File: src/rtl/algo_mrpnwp_wr_sched_if.sv
// Request/issue bundle for the write-port scheduler.
//   mem_ready           core ready (driven by the memory side)
//   req_vld/rdy         per-port request handshake
//   req_badr/radr/din   per-port bank address, row address, write data
//   write               issued write strobe per slot
//   wr_badr/radr, din   issued bank address, row address, data per slot
//   req_err             accepted request had an out-of-range bank
//   ready               scheduler accepting traffic
// Modports: slave = scheduler view, master = requester/memory/bench view.
interface algo_mrpnwp_wr_sched_if #(
  parameter int unsigned WIDTH   = 32,
  parameter int unsigned NUMWRPT = 3,
  parameter int unsigned BITVBNK = 3,
  parameter int unsigned BITVROW = 10
);
  logic                       mem_ready;
  logic [NUMWRPT-1:0]         req_vld;
  logic [NUMWRPT-1:0]         req_rdy;
  logic [NUMWRPT*BITVBNK-1:0] req_badr;
  logic [NUMWRPT*BITVROW-1:0] req_radr;
  logic [NUMWRPT*WIDTH-1:0]   req_din;
  logic [NUMWRPT-1:0]         write;
  logic [NUMWRPT*BITVBNK-1:0] wr_badr;
  logic [NUMWRPT*BITVROW-1:0] wr_radr;
  logic [NUMWRPT*WIDTH-1:0]   din;
  logic [NUMWRPT-1:0]         req_err;
  logic                       ready;

  modport slave (
    input  mem_ready, req_vld, req_badr, req_radr, req_din,
    output req_rdy, write, wr_badr, wr_radr, din, req_err, ready
  );

  modport master (
    output mem_ready, req_vld, req_badr, req_radr, req_din,
    input  req_rdy, write, wr_badr, wr_radr, din, req_err, ready
  );
endinterface

File: src/rtl/algo_mrpnwp_wr_sched.sv
// Write-port scheduler in front of the banked 1R1W memory core.
// Accepts NUMWRPT write requests per cycle and issues at most one write per bank,
// arbitrating bank conflicts round-robin. Issued writes appear one cycle after the grant,
// in the slot equal to the requesting port index.
// Ports:
//   clk   clock, rising edge
//   rst   asynchronous active-low reset
//   bus   algo_mrpnwp_wr_sched_if.slave (request handshake, issued writes, req_err, ready)
// Build option: define MRPNWP_WRSCHED_INIT_EN to zero-fill every row of every bank after reset
// before ready rises; otherwise INIT ends on the first cycle with mem_ready high.
module algo_mrpnwp_wr_sched #(
  parameter int unsigned WIDTH   = 32,
  parameter int unsigned NUMWRPT = 3,
  parameter int unsigned NUMVBNK = 8,
  parameter int unsigned BITVBNK = 3,
  parameter int unsigned NUMVROW = 1024,
  parameter int unsigned BITVROW = 10
) (
  input logic                  clk,
  input logic                  rst,
  algo_mrpnwp_wr_sched_if.slave bus
);
  localparam int unsigned PtrW       = (NUMWRPT > 1) ? $clog2(NUMWRPT) : 1;
  localparam int unsigned SumW       = PtrW + 1;
  localparam int unsigned NumBankIdx = 1 << BITVBNK;

  if (NUMWRPT < 2 || NUMVBNK < 1 || NUMVROW < 1 || NumBankIdx < NUMVBNK) begin : g_param_check
    $error("algo_mrpnwp_wr_sched: invalid parameter set");
  end

  typedef enum logic [0:0] {StInit, StRun} state_e;

  state_e                     state_q, state_d;
  logic [PtrW-1:0]            rr_ptr_q, rr_ptr_d;
  logic [NUMWRPT-1:0]         write_q, write_d;
  logic [NUMWRPT-1:0]         req_err_q, req_err_d;
  logic [NUMWRPT*BITVBNK-1:0] wr_badr_q, wr_badr_d;
  logic [NUMWRPT*BITVROW-1:0] wr_radr_q, wr_radr_d;
  logic [NUMWRPT*WIDTH-1:0]   din_q, din_d;
  logic                       ready_q;

`ifdef MRPNWP_WRSCHED_INIT_EN
  localparam int unsigned NumGrp = (NUMVBNK + NUMWRPT - 1) / NUMWRPT;
  localparam int unsigned GrpW   = (NumGrp > 1) ? $clog2(NumGrp) : 1;
  logic [BITVROW-1:0] row_q, row_d;
  logic [GrpW-1:0]    grp_q, grp_d;
  // Set once the last group of the last row is issued; RUN follows on the next edge.
  logic               sweep_done_q, sweep_done_d;
`endif

  logic [BITVBNK-1:0]    badr [NUMWRPT];
  logic [NUMWRPT-1:0]    oob;
  logic [NUMWRPT-1:0]    gnt;
  logic [NumBankIdx-1:0] claimed;
  logic                  denied;

  always_comb begin
    for (int i = 0; i < NUMWRPT; i++) begin
      badr[i] = bus.req_badr[i*BITVBNK +: BITVBNK];
      oob[i]  = 32'(badr[i]) >= NUMVBNK;
    end
  end

  // Round-robin visit starting at rr_ptr; the first visited port claims a bank.
  // Out-of-range requests are always taken and claim nothing.
  always_comb begin
    logic [SumW-1:0] sum;
    logic [PtrW-1:0] p;
    gnt     = '0;
    claimed = '0;
    denied  = 1'b0;
    sum     = '0;
    p       = '0;
    if (state_q == StRun && bus.mem_ready) begin
      for (int k = 0; k < NUMWRPT; k++) begin
        sum = {1'b0, rr_ptr_q} + SumW'(k);
        if (sum >= SumW'(NUMWRPT)) sum = sum - SumW'(NUMWRPT);
        p = sum[PtrW-1:0];
        if (bus.req_vld[p]) begin
          if (oob[p]) begin
            gnt[p] = 1'b1;
          end else if (!claimed[badr[p]]) begin
            gnt[p]             = 1'b1;
            claimed[badr[p]]   = 1'b1;
          end else begin
            denied = 1'b1;
          end
        end
      end
    end
  end

  always_comb begin
    rr_ptr_d = rr_ptr_q;
    if (denied) rr_ptr_d = (rr_ptr_q == PtrW'(NUMWRPT - 1)) ? '0 : rr_ptr_q + 1'b1;
  end

  always_comb begin
    state_d   = state_q;
    write_d   = '0;
    req_err_d = '0;
    wr_badr_d = wr_badr_q;
    wr_radr_d = wr_radr_q;
    din_d     = din_q;
`ifdef MRPNWP_WRSCHED_INIT_EN
    row_d        = row_q;
    grp_d        = grp_q;
    sweep_done_d = sweep_done_q;
`endif
    unique case (state_q)
      StInit: begin
`ifdef MRPNWP_WRSCHED_INIT_EN
        if (sweep_done_q) begin
          state_d = StRun;
        end else if (bus.mem_ready) begin
          for (int i = 0; i < NUMWRPT; i++) begin
            int unsigned bank;
            bank = 32'(grp_q) * NUMWRPT + 32'(i);
            write_d[i]                      = bank < NUMVBNK;
            wr_badr_d[i*BITVBNK +: BITVBNK] = BITVBNK'(bank);
            wr_radr_d[i*BITVROW +: BITVROW] = row_q;
            din_d[i*WIDTH +: WIDTH]         = '0;
          end
          if (grp_q == GrpW'(NumGrp - 1)) begin
            grp_d = '0;
            if (row_q == BITVROW'(NUMVROW - 1)) sweep_done_d = 1'b1;
            else                                row_d        = row_q + 1'b1;
          end else begin
            grp_d = grp_q + 1'b1;
          end
        end
`else
        if (bus.mem_ready) state_d = StRun;
`endif
      end
      StRun: begin
        for (int p = 0; p < NUMWRPT; p++) begin
          if (gnt[p]) begin
            if (oob[p]) begin
              req_err_d[p] = 1'b1;
            end else begin
              write_d[p]                      = 1'b1;
              wr_badr_d[p*BITVBNK +: BITVBNK] = badr[p];
              wr_radr_d[p*BITVROW +: BITVROW] = bus.req_radr[p*BITVROW +: BITVROW];
              din_d[p*WIDTH +: WIDTH]         = bus.req_din[p*WIDTH +: WIDTH];
            end
          end
        end
      end
      default: state_d = StInit;
    endcase
  end

  always_ff @(posedge clk or negedge rst) begin
    if (!rst) begin
      state_q   <= StInit;
      rr_ptr_q  <= '0;
      write_q   <= '0;
      req_err_q <= '0;
      wr_badr_q <= '0;
      wr_radr_q <= '0;
      din_q     <= '0;
      ready_q   <= 1'b0;
`ifdef MRPNWP_WRSCHED_INIT_EN
      row_q        <= '0;
      grp_q        <= '0;
      sweep_done_q <= 1'b0;
`endif
    end else begin
      state_q   <= state_d;
      rr_ptr_q  <= rr_ptr_d;
      write_q   <= write_d;
      req_err_q <= req_err_d;
      wr_badr_q <= wr_badr_d;
      wr_radr_q <= wr_radr_d;
      din_q     <= din_d;
      ready_q   <= (state_d == StRun);
`ifdef MRPNWP_WRSCHED_INIT_EN
      row_q        <= row_d;
      grp_q        <= grp_d;
      sweep_done_q <= sweep_done_d;
`endif
    end
  end

  assign bus.req_rdy = gnt;
  assign bus.write   = write_q;
  assign bus.req_err = req_err_q;
  assign bus.wr_badr = wr_badr_q;
  assign bus.wr_radr = wr_radr_q;
  assign bus.din     = din_q;
  assign bus.ready   = ready_q;
endmodule
File: src/flat_wrapper.sv
// flat-port wrapper written by rule: the top's interface ports become plain ports
module algo_mrpnwp_wr_sched_flat 
#(
  parameter int unsigned WIDTH   = 32,
  parameter int unsigned NUMWRPT = 3,
  parameter int unsigned NUMVBNK = 8,
  parameter int unsigned BITVBNK = 3,
  parameter int unsigned NUMVROW = 1024,
  parameter int unsigned BITVROW = 10
)
  (clk, rst, bus_mem_ready, bus_req_vld, bus_req_badr, bus_req_radr, bus_req_din, bus_req_rdy, bus_write, bus_wr_badr, bus_wr_radr, bus_din, bus_req_err, bus_ready);
  algo_mrpnwp_wr_sched_if #(.WIDTH(WIDTH), .NUMWRPT(NUMWRPT), .BITVBNK(BITVBNK), .BITVROW(BITVROW)) bus_i ();
  input logic clk;
  input logic rst;
  input wire logic [$bits(bus_i.mem_ready)-1:0] bus_mem_ready;
  input wire logic [$bits(bus_i.req_vld)-1:0] bus_req_vld;
  input wire logic [$bits(bus_i.req_badr)-1:0] bus_req_badr;
  input wire logic [$bits(bus_i.req_radr)-1:0] bus_req_radr;
  input wire logic [$bits(bus_i.req_din)-1:0] bus_req_din;
  output wire logic [$bits(bus_i.req_rdy)-1:0] bus_req_rdy;
  output wire logic [$bits(bus_i.write)-1:0] bus_write;
  output wire logic [$bits(bus_i.wr_badr)-1:0] bus_wr_badr;
  output wire logic [$bits(bus_i.wr_radr)-1:0] bus_wr_radr;
  output wire logic [$bits(bus_i.din)-1:0] bus_din;
  output wire logic [$bits(bus_i.req_err)-1:0] bus_req_err;
  output wire logic [$bits(bus_i.ready)-1:0] bus_ready;
  assign bus_i.mem_ready = bus_mem_ready;
  assign bus_i.req_vld = bus_req_vld;
  assign bus_i.req_badr = bus_req_badr;
  assign bus_i.req_radr = bus_req_radr;
  assign bus_i.req_din = bus_req_din;
  assign bus_req_rdy = bus_i.req_rdy;
  assign bus_write = bus_i.write;
  assign bus_wr_badr = bus_i.wr_badr;
  assign bus_wr_radr = bus_i.wr_radr;
  assign bus_din = bus_i.din;
  assign bus_req_err = bus_i.req_err;
  assign bus_ready = bus_i.ready;
  algo_mrpnwp_wr_sched #(.WIDTH(WIDTH), .NUMWRPT(NUMWRPT), .NUMVBNK(NUMVBNK), .BITVBNK(BITVBNK), .NUMVROW(NUMVROW), .BITVROW(BITVROW)) u_core (.clk(clk), .rst(rst), .bus(bus_i));
endmodule
File: config.mk
export PLATFORM = sky130hd
export DESIGN_NAME = algo_mrpnwp_wr_sched_flat
export DESIGN_NICKNAME = d
export VERILOG_FILES = /design/src/rtl/algo_mrpnwp_wr_sched_if.sv /design/src/rtl/algo_mrpnwp_wr_sched.sv /design/src/flat_wrapper.sv
export SDC_FILE = /design/constraint.sdc
export NUM_CORES = 1
export LEC_CHECK = 0
export CAP_MARGIN = 20
export CORE_AREA = 2 2 162 164
export CTS_CLUSTER_DIAMETER = 150
export DETAILED_ROUTE_END_ITERATION = 7
export DIE_AREA = 0 0 164 166
export SLEW_MARGIN = 20
export SYNTH_ARGS = -nofsm -noshare
export SYNTH_HDL_FRONTEND = slang
export SYNTH_SLANG_ARGS = --single-unit
File: constraint.sdc
create_clock -name clk -period 3.38 [get_ports clk]
set_input_delay 0.338 -clock clk [delete_from_list [all_inputs] [get_ports clk]]
set_output_delay 0.338 -clock clk [all_outputs]
set_load 0.02 [all_outputs]
=== Word level (Yosys, flattened, before mapping) ===
Memory sizes are Yosys's and may differ from the RTL's.
Cells that the tools add are included.

* Memory bits (read-only): 8
* Bits of input ports: 141
* Logic and storage cells: 131
* Memories: 1
* Register bits after elaboration: 141

{| class="wikitable"
|+ Memory list
! memory !! depth !! bits a word !! rd ports !! clocked after Yosys merged registers in !! wr ports !! line !! text
|-
| (name not given) || 8 || 1 || 1 || 0 || 0 || algo_mrpnwp_wr_sched.sv:82 || <nowiki>end else if (!claimed[badr[p]]) begin</nowiki>
|}

* $add $sub $neg: 6
* Multiplexer cells: 79
* Bitwise logic cells: 6
* Reductions and logical operators: 9
* Eq/ne operators: 1
* $lt $le $gt $ge: 17

{| class="wikitable"
|+ Operator list
! operator !! number
|-
| $mux W8 || 8
|-
| $mux W3 || 19
|-
| $mux W1 || 29
|-
| $bmux W3 S2 || 3
|-
| $mux W2 || 7
|-
| $bmux W1 S2 || 6
|-
| $lt A3 B4 Y1 const B || 3
|-
| $ge A3 B3 Y1 const B || 3
|-
| $lt A2 B3 Y1 const B || 3
|-
| $not A2 Y3 || 3
|-
| $or A8 B8 Y8 || 1
|-
| $bmux W1 S3 || 2
|-
| $demux W1 S2 || 3
|-
| $demux W1 S3 || 2
|-
| $ge A2 B1 Y1 const B || 3
|-
| $ge A3 B1 Y1 const B || 2
|-
| $ge A3 B2 Y1 const B || 2
|-
| $logic_and A1 B1 Y1 || 6
|-
| $or A3 B3 Y3 || 2
|-
| $reduce_and A2 Y1 || 3
|-
| $sub A2 B2 Y2 const B || 3
|-
| $add A2 B1 Y3 const B || 1
|-
| $add A2 B2 Y3 const B || 1
|-
| $add A2 B1 Y2 const B || 1
|-
| other kinds (2) || 2
|}

=== Longest topological paths before layout ===
* Depth in word-level cells: 29
* Mapped depth: 14

=== Least setup slack after synthesis ===
No wires, ideal clock.

* Kind: register to output
* Start: register u_core.rr_ptr_q[0]
* End: output port bus_req_rdy[2]
* Data arrival time: 3303 ps
* Setup slack: -261 ps
* Cell stages (with the launch flop): 14
* Required time: 3042 ps
* Cells stage by stage: dfrtp_1 > inv_1 > ha_1 > nor2_1 > o2bb2ai_1 > xnor2_1 > a41oi_4 > o211ai_2 > a2111oi_4 > nor4_4 > buf_2 > clkbuf_1 > a21oi_1 > nor2_1

* Longest elaborated chain between the ends: 27

{| class="wikitable"
|+ RTL lines
! what !! line !! text
|-
| from (decl) || algo_mrpnwp_wr_sched.sv:34 || <nowiki>logic [PtrW-1:0] rr_ptr_q, rr_ptr_d;</nowiki>
|-
| from (signal assigned) || algo_mrpnwp_wr_sched.sv:171 || <nowiki>rr_ptr_q <= rr_ptr_d;</nowiki>
|-
| $sub A2 B2 Y2 or $ge A2 B2 Y1 (tied branches) || algo_mrpnwp_wr_sched.sv:77 || <nowiki>if (sum >= SumW'(NUMWRPT)) sum = sum - SumW'(NUMWRPT);</nowiki>
|-
| $mux W2 || algo_mrpnwp_wr_sched.sv:77 ||
|-
| $mux W2 || algo_mrpnwp_wr_sched.sv:74 || <nowiki>if (state_q == StRun && bus.mem_ready) begin</nowiki>
|-
| $not A2 Y3 (not written as such) || algo_mrpnwp_wr_sched.sv:82, algo_mrpnwp_wr_sched.sv:84 ||
|-
| $bmux W3 S2 || algo_mrpnwp_wr_sched.sv:82, algo_mrpnwp_wr_sched.sv:84 ||
|-
| $mux W3 (not written as such) (2 in series) || algo_mrpnwp_wr_sched.sv:82, algo_mrpnwp_wr_sched.sv:84 ||
|-
| $lt A3 B4 Y1 (not written as such) or $ge A3 B1 Y1 (tied branches) || algo_mrpnwp_wr_sched.sv:84 || <nowiki>claimed[badr[p]] = 1'b1;</nowiki>
|-
| $logic_and A1 B1 Y1 (not written as such) || algo_mrpnwp_wr_sched.sv:84 ||
|-
| [... 10 more ...] || n/a ||
|-
| $mux W8 || algo_mrpnwp_wr_sched.sv:79 || <nowiki>if (bus.req_vld[p]) begin</nowiki>
|-
| $mux W8 || algo_mrpnwp_wr_sched.sv:74 ||
|-
| $bmux W1 S3 || algo_mrpnwp_wr_sched.sv:82 ||
|-
| $mux W1 (not written as such) || algo_mrpnwp_wr_sched.sv:82 ||
|-
| $mux W3 || algo_mrpnwp_wr_sched.sv:82 ||
|-
| $mux W3 || algo_mrpnwp_wr_sched.sv:80 || <nowiki>if (oob[p]) begin</nowiki>
|-
| $mux W3 (*) || algo_mrpnwp_wr_sched.sv:79 ||
|-
| $mux W3 (*) || algo_mrpnwp_wr_sched.sv:74 ||
|-
| to (decl) || flat_wrapper.sv:20 || <nowiki>output wire logic [$bits(bus_i.req_rdy)-1:0] bus_req_rdy;</nowiki>
|}

Mark *: on every way between the ends. The rest lies on a longest branch, timed or not. The select of a mux whose other input is x is not followed.

=== Worst setup path after layout ===
* Start: register u_core.rr_ptr_q[0]
* End: register u_core.din_q[20], in the netlist u_core.bus.din[20]

* Longest elaborated chain between the ends: 28

{| class="wikitable"
|+ RTL lines
! what !! line !! text
|-
| $sub A2 B2 Y2 or $ge A2 B2 Y1 (tied branches) || algo_mrpnwp_wr_sched.sv:77 ||
|-
| $mux W2 || algo_mrpnwp_wr_sched.sv:77 ||
|-
| $mux W2 || algo_mrpnwp_wr_sched.sv:74 ||
|-
| $not A2 Y3 (not written as such) || algo_mrpnwp_wr_sched.sv:82, algo_mrpnwp_wr_sched.sv:84 ||
|-
| $bmux W3 S2 || algo_mrpnwp_wr_sched.sv:82, algo_mrpnwp_wr_sched.sv:84 ||
|-
| $mux W3 (not written as such) (2 in series) || algo_mrpnwp_wr_sched.sv:82, algo_mrpnwp_wr_sched.sv:84 ||
|-
| $lt A3 B4 Y1 (not written as such) or $ge A3 B1 Y1 (tied branches) || algo_mrpnwp_wr_sched.sv:84 ||
|-
| $logic_and A1 B1 Y1 (not written as such) || algo_mrpnwp_wr_sched.sv:84 ||
|-
| [... 11 more ...] || n/a ||
|-
| $mux W8 || algo_mrpnwp_wr_sched.sv:74 ||
|-
| $bmux W1 S3 || algo_mrpnwp_wr_sched.sv:82 ||
|-
| $mux W1 (not written as such) || algo_mrpnwp_wr_sched.sv:82 ||
|-
| $mux W3 || algo_mrpnwp_wr_sched.sv:82 ||
|-
| $mux W3 || algo_mrpnwp_wr_sched.sv:80 ||
|-
| $mux W3 (*) || algo_mrpnwp_wr_sched.sv:79 ||
|-
| $mux W3 (*) || algo_mrpnwp_wr_sched.sv:74 ||
|-
| $reduce_and A2 Y1 (no source line) (*) || n/a ||
|-
| to (signal assigned) || algo_mrpnwp_wr_sched.sv:176 || <nowiki>din_q <= din_d;</nowiki>
|-
| to (decl) || algo_mrpnwp_wr_sched.sv:39 || <nowiki>logic [NUMWRPT*WIDTH-1:0] din_q, din_d;</nowiki>
|}

Marked as above.
A chain may end at the register's enable or synchronous reset.

==> impl_metrics.py <==
metrics = {
    "run_status": {
        "outcome": "complete, but fails checks",
        "violations": "negative setup slack",
    },
    "cts": {
        "cts_buffers": 17,
        "tritoncts": "done",
        "clock_sinks": 141,
        "cts-root-buf": "clkbuf_16",
        "clkTransAtPathRegs_ns": 0.08,
        "cts_max_path_buffers": 2,
        "htreeDepth": 4,
        "clk_latency_ns": 0.43,
    },
    "yosys": {
        "synth_area_um2": 7570,
        "synth_enable_flop_cells": 0,
        "synthCells": 731,
        "synth_cell_type_count": 49,
        "synth_seq_cells": 141,
        "ys_warn_count": 0,
        "synth_seq_area_share_pct": 46.6,
        "yosys.area.top_type_share_pct": 46.6,
        "synthMostInstantiatedCell": "dfrtp_1",
        "synth_top_cell_by_area": "dfrtp_1",
        "synthTopCellsByCount": "dfrtp_1, nand3_1, nand3b_1",
        "async_flop_share_pct": 100,
        "synthFlopType": "dfrtp_1",
        "synth_area_leaders": "dfrtp_1, nand3_1, nand3b_1",
        "avgSynthCellArea_um2": 10.4,
    },
    "worst_setup_path": {
        "crit_path_cell_trace": "buf_6 > ha_4 > buf_12 > mux2i_2 > o22a_1 > xnor2_2 > a41oi_4 > buf_4 > o211ai_1 > a21oi_2 > nor4_4 > buf_4 > a41oi_4 > buf_4 > buf_6 > buf_8 > clkbuf_16 > mux2_1",
        "critPathCaptureType": "flip-flop",
        "critPathSlowestCell": "dfrtp_1",
        "cp_max_fo": 11,
        "required_ns": 3.67,
        "cp-start-kind": "flip-flop",
        "crit_arrival_ns": 4.09,
        "critPathKind": "flip-flop to flip-flop",
        "crit_top_cell": "buf_4",
        "critPathMaxStageDelay_ns": 0.40,
    },
    "hold_path": {
        "hold_path_class": "input port to asynchronous set/reset pin",
    },
    "sta": {
        "slew_viol_final": 0,
        "hold_viol_final": 0,
        "fmax_ghz": 0.263,
        "fin_skew_ns": 0.0138,
        "fin_setup_tns_ns": -32.97,
        "fin_crit_sh_pct": 112,
        "tightest_slew_ns": 0.953,
        "worst_hold_slack_ns": 0.444,
        "slew_headroom_pct": 36.5,
        "rsz0062_at_grt": "yes",
        "worst_slack_ns": -0.416,
        "setup_violations": 124,
        "fin_crit_ns": 3.80,
    },
    "route": {
        "drc": 0,
        "wl_per_cell_um": 17.9,
        "routed_wl_um": 25200,
        "ant_nets": 0,
        "vias_per_cell": 5.06,
        "vias": 7151,
        "first_pass_iters": 5,
        "dr.first_iter.drc_count": 513,
    },
    "finish": {
        "drive_gt1_share_pct": 22.5,
        "ff_latch_area_um2": 3530,
        "final_cell_area_um2": 12400,
        "syn_to_final_growth_pct": 64.4,
        "fin_nets": 1210,
        "fin_util_pct": 48.6,
        "fillCellCount": 2318,
        "multiInputGateArea_um2": 4040,
        "antenna_cells": 0,
        "instances_no_fill": 1412,
    },
    "die": {
        "fp-row-count": 59,
        "core-area_um2": 25600,
        "die_height_um": 166,
        "pin_count": 286,
        "die_x_um": 164,
        "initial_utilization_pct": 29.5,
        "dieArea_um2": 27200,
    },
    "power": {
        "p_sw_w": 0.00596,
        "p_leak_nw": 5.17,
        "seqPwrFrac_pct": 21.7,
        "ir_drop_uv": 742,
        "power_frac_comb_pct": 65.1,
        "p_sw_share_pct": 41.1,
        "p_per_area_nw_per_um2": 1170,
        "clockPowerShare_pct": 13.2,
        "p_int_w": 0.00854,
    },
    "global_routing": {
        "antenna_found_initial": 0,
        "grt_pass1_wl_um": 39200,
        "grt_max_degree": 91,
        "grt.overflow.total": 0,
        "grt_pass1_vias": 6901,
        "track_usage_pct": 18.0,
    },
    "place": {
        "place_hpwl_um": 16300,
        "placed_cells": 1355,
        "portBuffers": 282,
        "place_area_um2": 11200,
        "place_congestion": 0.792,
    },
    "job": {
        "cap_violations": 0,
    },
}
[path summary, 6_finish.rpt]
check | start | to | slack (ns) | cells after the start
worst max-delay path | u_core.rr_ptr_q[0] | u_core.bus.din[20] | -0.42 | 18
worst min-delay path | rst | u_core.bus.din[71] | 0.44 | 2
worst max register to register | u_core.rr_ptr_q[0] | u_core.bus.din[20] | -0.42 | 18
worst min register to register | u_core.bus.din[18] | u_core.bus.din[18] | 0.49 | 1
max in group asynchronous | rst | u_core.bus.wr_radr[0] | 2.02 | 4
min in group clk | u_core.bus.din[18] | u_core.bus.din[18] | 0.49 | 1
[per-layer routing]
metal / track usage [%] / share of wire [%] / wire (um) / vias up
met5: 0 / 0 / 0 / -
met4: 4.77 / 1.4 / 356 / 0
met3: 5.67 / 8.6 / 2160 / 24
met2: 28.4 / 46 / 11600 / 273
met1: 23.9 / 44 / 11100 / 3511
li1: - / - / - / 3343
[registers in the layout, summed over array words and instances (netlist names)]
signal	cells
u_core.bus.din	96
u_core.bus.wr_radr	30
u_core.bus.wr_badr	9
u_core.bus.write	3
u_core.rr_ptr_q	2
u_core.state_q	1
[cells in the final DEF (no fill, tap or decap), types with 3 or more instances in the layout]
master	n
nand2_1	53
nand3_1	139
buf_16	3
inv_1	5
buf_6	10
nor2_1	8
mux2i_2	3
o21ai_1	3
conb_1	3
nand4_1	46
xnor2_2	3
buf_4	68
buf_12	12
o22ai_1	3
dfrtp_1	141
a22oi_2	3
mux2_2	21
a21oi_1	5
inv_2	5
o211ai_1	3
mux2_4	46
inv_6	5
nand3b_1	93
inv_8	3
mux2_1	28
clkdlybuf4s50_1	278
clkbuf_16	19
mux2i_1	6
o21ai_0	8
[critical path: cells and delay by family, from the launching register on]
family                   cells  cell delay (ns)
AO/OA/AOI/OAI                5             0.89
XOR/XNOR                     1             0.29
adder cells (fa/ha/maj)      1             0.18
buffers and inverters        8             1.23
flip-flops                   1             0.40
multiplexers                 2             0.46
AND/OR/NAND/NOR              1             0.22
[power by group through the flow]
stage                     clock [W]  combinational, W  sequential (W)
after floorplan                   0           0.00394         0.00411
after global placement            0           0.00826         0.00311
after detailed placement          0           0.00836         0.00314
after CTS                   0.00197           0.00932         0.00314
after global routing        0.00205            0.0101         0.00325
final                       0.00192           0.00944         0.00315
[final cells by class]
type	count	share of cell area (%)
Clock buffer	17	3.42
Clock inverter	15	1.36
Inverter	10	0.302
Multi-Input combinational cell	518	32.5
Sequential cell	141	28.4
Tap cell	335	3.37
Timing Repair Buffer	376	30.7
[through the flow]
step | total power (W) | setup slack [ns]
2_1_floorplan | 0.00805 | 0.0237
3_3_place_gp | 0.0114 | -0.497
3_5_place_dp | 0.0115 | -0.538
4_1_cts | 0.0144 | -0.383
5_1_grt | 0.0154 | -0.561
6_report | 0.0145 | -0.416
[cells by family (layout without fill, tap and decap cells)]
family                   after synthesis  after routing  synth area share (%)
AO/OA/AOI/OAI                         47             47                  5.11
other                                  1              3                0.0496
multiplexers                         104            104                  15.3
XOR/XNOR                               4              4                 0.562
adder cells (fa/ha/maj)                5              5                 0.827
AND/OR/NAND/NOR                      355            355                  26.7
buffers and inverters                 74            418                  4.81
flip-flops                           141            141                  46.6
[timing repair]
| item | 4_1_cts | 5_1_grt |
|---|---|---|
| hold buffers | 1 | 0 |
| endpoints found under the setup margin | 140 | 142 |
| setup buffers | 14 | 7 |
| cloned | 4 | 2 |
| gates resized for setup | 108 | 14 |
| pin swaps | 13 | 2 |
| endpoints found under the hold margin | 65 | 0 |
Note: power is estimated with default switching activity, not from simulation.
